--- src/rtl/fifo_arb_pkg.sv ---
// Shared types and helpers for the FIFO write-port arbiters.
// rr_pick does a wrap-around first-set search starting at a rotating pointer.
package fifo_arb_pkg;

  typedef enum logic {
    IDLE,
    LOCKED
  } arb_state_e;

  localparam int unsigned MAX_REQ = 8;

  function automatic int unsigned id_width(input int unsigned n);
    return (n <= 2) ? 1 : $clog2(n);
  endfunction

  // Returns {found, idx}; ptr must be below n, so one wrap subtraction suffices.
  function automatic logic [3:0] rr_pick(input logic [MAX_REQ-1:0] valid,
                                         input logic [2:0]         ptr,
                                         input int unsigned        n);
    logic [3:0]  res;
    int unsigned c;
    res = '0;
    for (int unsigned k = 0; k < MAX_REQ; k++) begin
      c = {29'd0, ptr} + k;
      if (c >= n) c = c - n;
      if (k < n && !res[3] && valid[c[2:0]]) res = {1'b1, c[2:0]};
    end
    return res;
  endfunction

endpackage

--- src/rtl/rr_priority_sel.sv ---
// Combinational round-robin selector: first valid requester at or above ptr_i,
// wrapping modulo N. IDs >= N are never returned.
module rr_priority_sel
  import fifo_arb_pkg::*;
#(
  parameter int unsigned N   = 4,
  parameter int unsigned IDW = 2
) (
  input  logic [N-1:0]   valid_i,
  input  logic [IDW-1:0] ptr_i,
  output logic           found_o,
  output logic [IDW-1:0] idx_o
);

  logic [MAX_REQ-1:0] valid_ext;
  logic [2:0]         ptr_ext;
  logic [3:0]         pick;

  always_comb begin
    valid_ext          = '0;
    valid_ext[N-1:0]   = valid_i;
    ptr_ext            = '0;
    ptr_ext[IDW-1:0]   = ptr_i;
    pick               = rr_pick(valid_ext, ptr_ext, N);
    found_o            = pick[3];
    idx_o              = IDW'(pick[2:0]);
  end

endmodule

--- src/rtl/fifo_wr_arbiter.sv ---
// Packet-atomic round-robin sharing of one FIFO_HS write port among N_REQ
// requesters; each written word is tagged with the winner's ID.
module fifo_wr_arbiter
  import fifo_arb_pkg::*;
#(
  parameter  int unsigned N_REQ = 4,
  parameter  int unsigned WIDTH = 179,
  localparam int unsigned ID_W  = id_width(N_REQ)
) (
  input  logic                   Clk,
  input  logic                   Reset,
  input  logic [N_REQ-1:0]       req_valid,
  input  logic [N_REQ-1:0]       req_last,
  input  logic [N_REQ*WIDTH-1:0] req_data,
  output logic [N_REQ-1:0]       req_ready,
  input  logic                   fifo_full,
  output logic                   fifo_wr_en,
  output logic [ID_W+WIDTH-1:0]  fifo_data,
  output logic                   busy,
  output logic [ID_W-1:0]        owner,
  output logic [15:0]            beat_cnt
);

  arb_state_e      state_q, state_d;
  logic [ID_W-1:0] rr_ptr_q, rr_ptr_d;
  logic [ID_W-1:0] owner_q, owner_d;
  logic [15:0]     beat_cnt_q, beat_cnt_d;

  logic            sel_found;
  logic [ID_W-1:0] sel_idx;
  logic            grant_vld;
  logic [ID_W-1:0] grant_idx;
  logic            xfer;

  rr_priority_sel #(
    .N   (N_REQ),
    .IDW (ID_W)
  ) u_sel (
    .valid_i (req_valid),
    .ptr_i   (rr_ptr_q),
    .found_o (sel_found),
    .idx_o   (sel_idx)
  );

  always_ff @(posedge Clk or posedge Reset) begin
    if (Reset) begin
      state_q    <= IDLE;
      rr_ptr_q   <= '0;
      owner_q    <= '0;
      beat_cnt_q <= '0;
    end else begin
      state_q    <= state_d;
      rr_ptr_q   <= rr_ptr_d;
      owner_q    <= owner_d;
      beat_cnt_q <= beat_cnt_d;
    end
  end

  always_comb begin
    state_d    = state_q;
    rr_ptr_d   = rr_ptr_q;
    owner_d    = owner_q;
    beat_cnt_d = beat_cnt_q;
    grant_vld  = 1'b0;
    grant_idx  = owner_q;
    req_ready  = '0;

    if (state_q == LOCKED) begin
      grant_vld = 1'b1;
    end else if (sel_found) begin
      grant_vld = 1'b1;
      grant_idx = sel_idx;
    end

    // Reset gating keeps the write port quiet even though IDLE would grant.
    if (grant_vld && !fifo_full && !Reset) req_ready[grant_idx] = 1'b1;
    xfer = |(req_valid & req_ready);

    fifo_wr_en = xfer;
    fifo_data  = {grant_idx, req_data[grant_idx*WIDTH +: WIDTH]};

    if (xfer) begin
      owner_d = grant_idx;
      if (beat_cnt_q != 16'hFFFF) beat_cnt_d = beat_cnt_q + 16'd1;
      if (req_last[grant_idx]) begin
        state_d  = IDLE;
        rr_ptr_d = (grant_idx == ID_W'(N_REQ - 1)) ? '0 : grant_idx + 1'b1;
      end else begin
        state_d = LOCKED;
      end
    end
  end

  assign busy     = (state_q == LOCKED);
  assign owner    = owner_q;
  assign beat_cnt = beat_cnt_q;

endmodule
--- config.mk ---
export PLATFORM = sky130hd
export DESIGN_NAME = fifo_wr_arbiter
export DESIGN_NICKNAME = d
export VERILOG_FILES = /design/src/rtl/fifo_arb_pkg.sv /design/src/rtl/rr_priority_sel.sv /design/src/rtl/fifo_wr_arbiter.sv
export SDC_FILE = /design/constraint.sdc
export NUM_CORES = 1
export LEC_CHECK = 0
export CAP_MARGIN = 20
export CORE_AREA = 2 2 361 363
export CTS_CLUSTER_SIZE = 40
export DETAILED_ROUTE_END_ITERATION = 8
export DIE_AREA = 0 0 363 365
export GPL_TIMING_DRIVEN = 0
export PLACE_DENSITY_LB_ADDON = 0.2
export SLEW_MARGIN = 40
export SYNTH_ARGS = -nofsm -noshare
export SYNTH_HDL_FRONTEND = slang
export SYNTH_SLANG_ARGS = --single-unit
--- constraint.sdc ---
create_clock -name Clk -period 5.3 [get_ports Clk]
set_clock_uncertainty 0.15 [all_clocks]
set_input_delay 1.59 -clock Clk [delete_from_list [all_inputs] [get_ports Clk]]
set_output_delay 1.59 -clock Clk [all_outputs]
set_load 0.02 [all_outputs]
==> run metrics <==
outcome=complete, but fails checks; failing checks=negative setup slack; first-pass GRT wire length=159 mm; top cells by area, synth=nand2_1 (40%), and3_1 (17%), a31oi_1 (17%); yosys warns=0; worst slew pin tran=681 ps; Critical Path End Type=output pin; Pre-antenna DRT Iters=5; Peak VDD IR=0.000300 V; drt total wl=132 mm; largest net degree at the start of global routing=22; Net Sw Frac=53.8%; Cell Rows=132; port buffer count=931; Clk pin slew, worst setup/hold paths=60 ps; Sw Pwr=0.0127 W; Setup-failing EPs final=177; I/O pin count=932; Post-layout nets=3162; sequential cell area fraction in the yosys report=7.83%; Max-slew headroom=54.0%; average size of a mapped cell=5.07 um^2; synthesized cell area=6720 um^2; Max Slew Vio Count=0; Mapped Cells=1324; RSZ-0062 raised after global routing=true; asr flop ratio synth=100%; R2R depth=18; Pwr Total=0.0236 W; routability congestion estimate=0.942; fin crit share=104%; Period minus WS final=5520 ps; Fin. Hold Viols=0; # DRC=0; worst hold stages=1; synth unique cells=37; dominant cell type by area after synthesis=nand2_1; initial antenna violation count=54; total track usage=18.3%; Comb power frac=98.3%; Root Driver=clkbuf_16; Worst Path Required=3560 ps; Yosys top cell area share=40.4%; Post-synth EDFFs=0; CTS Sinks=21; total gr overflow=0; Yosys reg bits=21; Worst EP arrival=3780 ps; CTS Buf Count=3; clk buf depth=2; Die X=363 um; P per Cell Area=904 nW/um^2; full die area=132000 um^2; main flop type after synthesis=dfrtp_1; post-synth net total=2053; hold_buf cts=0; CTS tree=done; Layout Utilization=20.3%; vias post-DR=15200; 1st-iter DRT viols=747; Crit Path Max Fanout=6; synth cell count leaders=nand2_1 (723), and3_1 (187), a31oi_1 (180); top-count cell post-synth=nand2_1; Clock Power Share=0.7%; Max-cap violations=0; Hold Path Class=flop to flop; Worst-Skew Late Latency=260 ps; CP startpoint kind=input port; Pleak=10.2 nW; core area=129000 um^2; Int Power=0.0109 W; H-tree levels=1; DRT antenna net count=0; Initial Util=5.22%; drt wl/cell=31.8 um; synthesis-to-layout area growth=289%; number of global-route vias before repair=15300; HPWL Detailed=107 mm; maximum clock frequency=181 MHz; layout cell share with drive strength beyond 1=38.9%; critical path class=input port to output pin; Setup WS post-layout=-217 ps; Die H=365 um; Seq pwr share=1.0%; vias per cell=3.67
[metrics by stage]
stage	hold slack, ps	TNS (ps)	std cells	area [um^2]	setup slack [ps]
finish	350	-18310	4130	26100	-217
global route	388	-34110	4122	26100	-336
CTS	347	-18560	4040	23300	-242
detailed placement	336	-426380	3932	18200	-2790
global placement	338	-471840	3930	18200	-3330
floorplan	337	0	1324	6740	6.06
[cell usage in the layout (no fill, tap or decap), types with 3 or more instances in the layout]
cell	count
a21oi_1	3
a31oi_1	59
a31oi_2	6
a31oi_4	115
and3_1	55
and3_4	130
buf_12	75
buf_16	19
buf_2	4
buf_4	110
buf_6	162
buf_8	42
clkbuf_1	3
clkbuf_16	47
clkbuf_2	4
clkbuf_4	10
clkbuf_8	12
clkdlybuf4s50_1	741
dfrtp_1	21
diode_2	23
mux2_1	4
nand2_1	532
nand2_2	99
nand2_4	78
nand2_8	14
nand3_1	9
nand4_1	11
nor2_1	5
nor3_1	4
xnor2_1	13
[metal layers]
metal | up-vias | global-route usage (%) | part of all wire (%)
li1 | 6790 | - | -
met1 | 7377 | 19.9 | 37
met2 | 796 | 32.6 | 50
met3 | 150 | 7.65 | 11
met4 | 38 | 4.22 | 2.6
met5 | - | 0 | 0.18
[final timing paths]
path	start	end	slack (ps)
setup / recovery	req_valid[0]	fifo_wr_en	-220
hold / removal	beat_cnt[5]$_DFFE_PP0P_	beat_cnt[5]$_DFFE_PP0P_	350
setup reg to reg	busy$_DFFE_PP0P_	beat_cnt[12]$_DFFE_PP0P_	1820
hold reg to reg	beat_cnt[5]$_DFFE_PP0P_	beat_cnt[5]$_DFFE_PP0P_	350
max in group asynchronous	Reset	beat_cnt[10]$_DFFE_PP0P_	3050
min in group asynchronous	Reset	owner[1]$_DFFE_PP0P_	1610
[sequential cells by signal, indices dropped and copies added, names as in the netlist]
| signal | count |
|---|---|
| beat_cnt | 16 |
| owner | 2 |
| rr_ptr_q | 2 |
| busy | 1 |
[area by class of cell]
cell class | count | area [um^2]
diodes | 23 | 57.6
plain buffers | 119 | 1950
clock buffers | 3 | 75.1
clock inverters | 1 | 5.00
fillers | 14300 | 103000
inverters | 7 | 43.8
multi-input cells | 1170 | 9170
flip-flops and latches | 21 | 526
well taps | 1675 | 2100
repair buffers | 1111 | 12200
[kinds of logic after synthesis]
group | synth area share [%]
and+or+nand+nor | 61.3
AOI/OAI and AO/OA | 19.2
buffers and inverters | 8.50
DFF | 7.83
xor gates and xnor gates | 1.70
muxes | 1.14
adders and majority gates | 0.373
[worst max-delay path, stage by stage]
cell     delay [ps]
buf_12          110
nor4_4          290
o21a_1          190
a31oi_4          50
buf_12          160
buf_16          150
buf_16          140
buf_12          120
buf_8           120
inv_4            50
ha_4            130
nand2_2          40
o311a_1         140
a21oi_2         210
buf_6           150
buf_6           110
[what timing repair did]
action | 4_1_cts | 5_1_grt
pin swaps | 84 | 132
buffers inserted | 77 | 69
setup endpoints to repair | 207 | 186
gates cloned | 30 | 21
resized for setup | 1930 | 656
[power groups by stage]
stage	Sequential, W	Clock [W]	Combinational, W
after CTS	0.000242	0.000170	0.0204
after global placement	0.000243	0	0.0144
after floorplan	0.000265	0	0.00579
after detailed placement	0.000244	0	0.0144
final	0.000243	0.000167	0.0232
after global routing	0.000251	0.000178	0.0243
No activity file was read; power rests on OpenSTA's default activity.
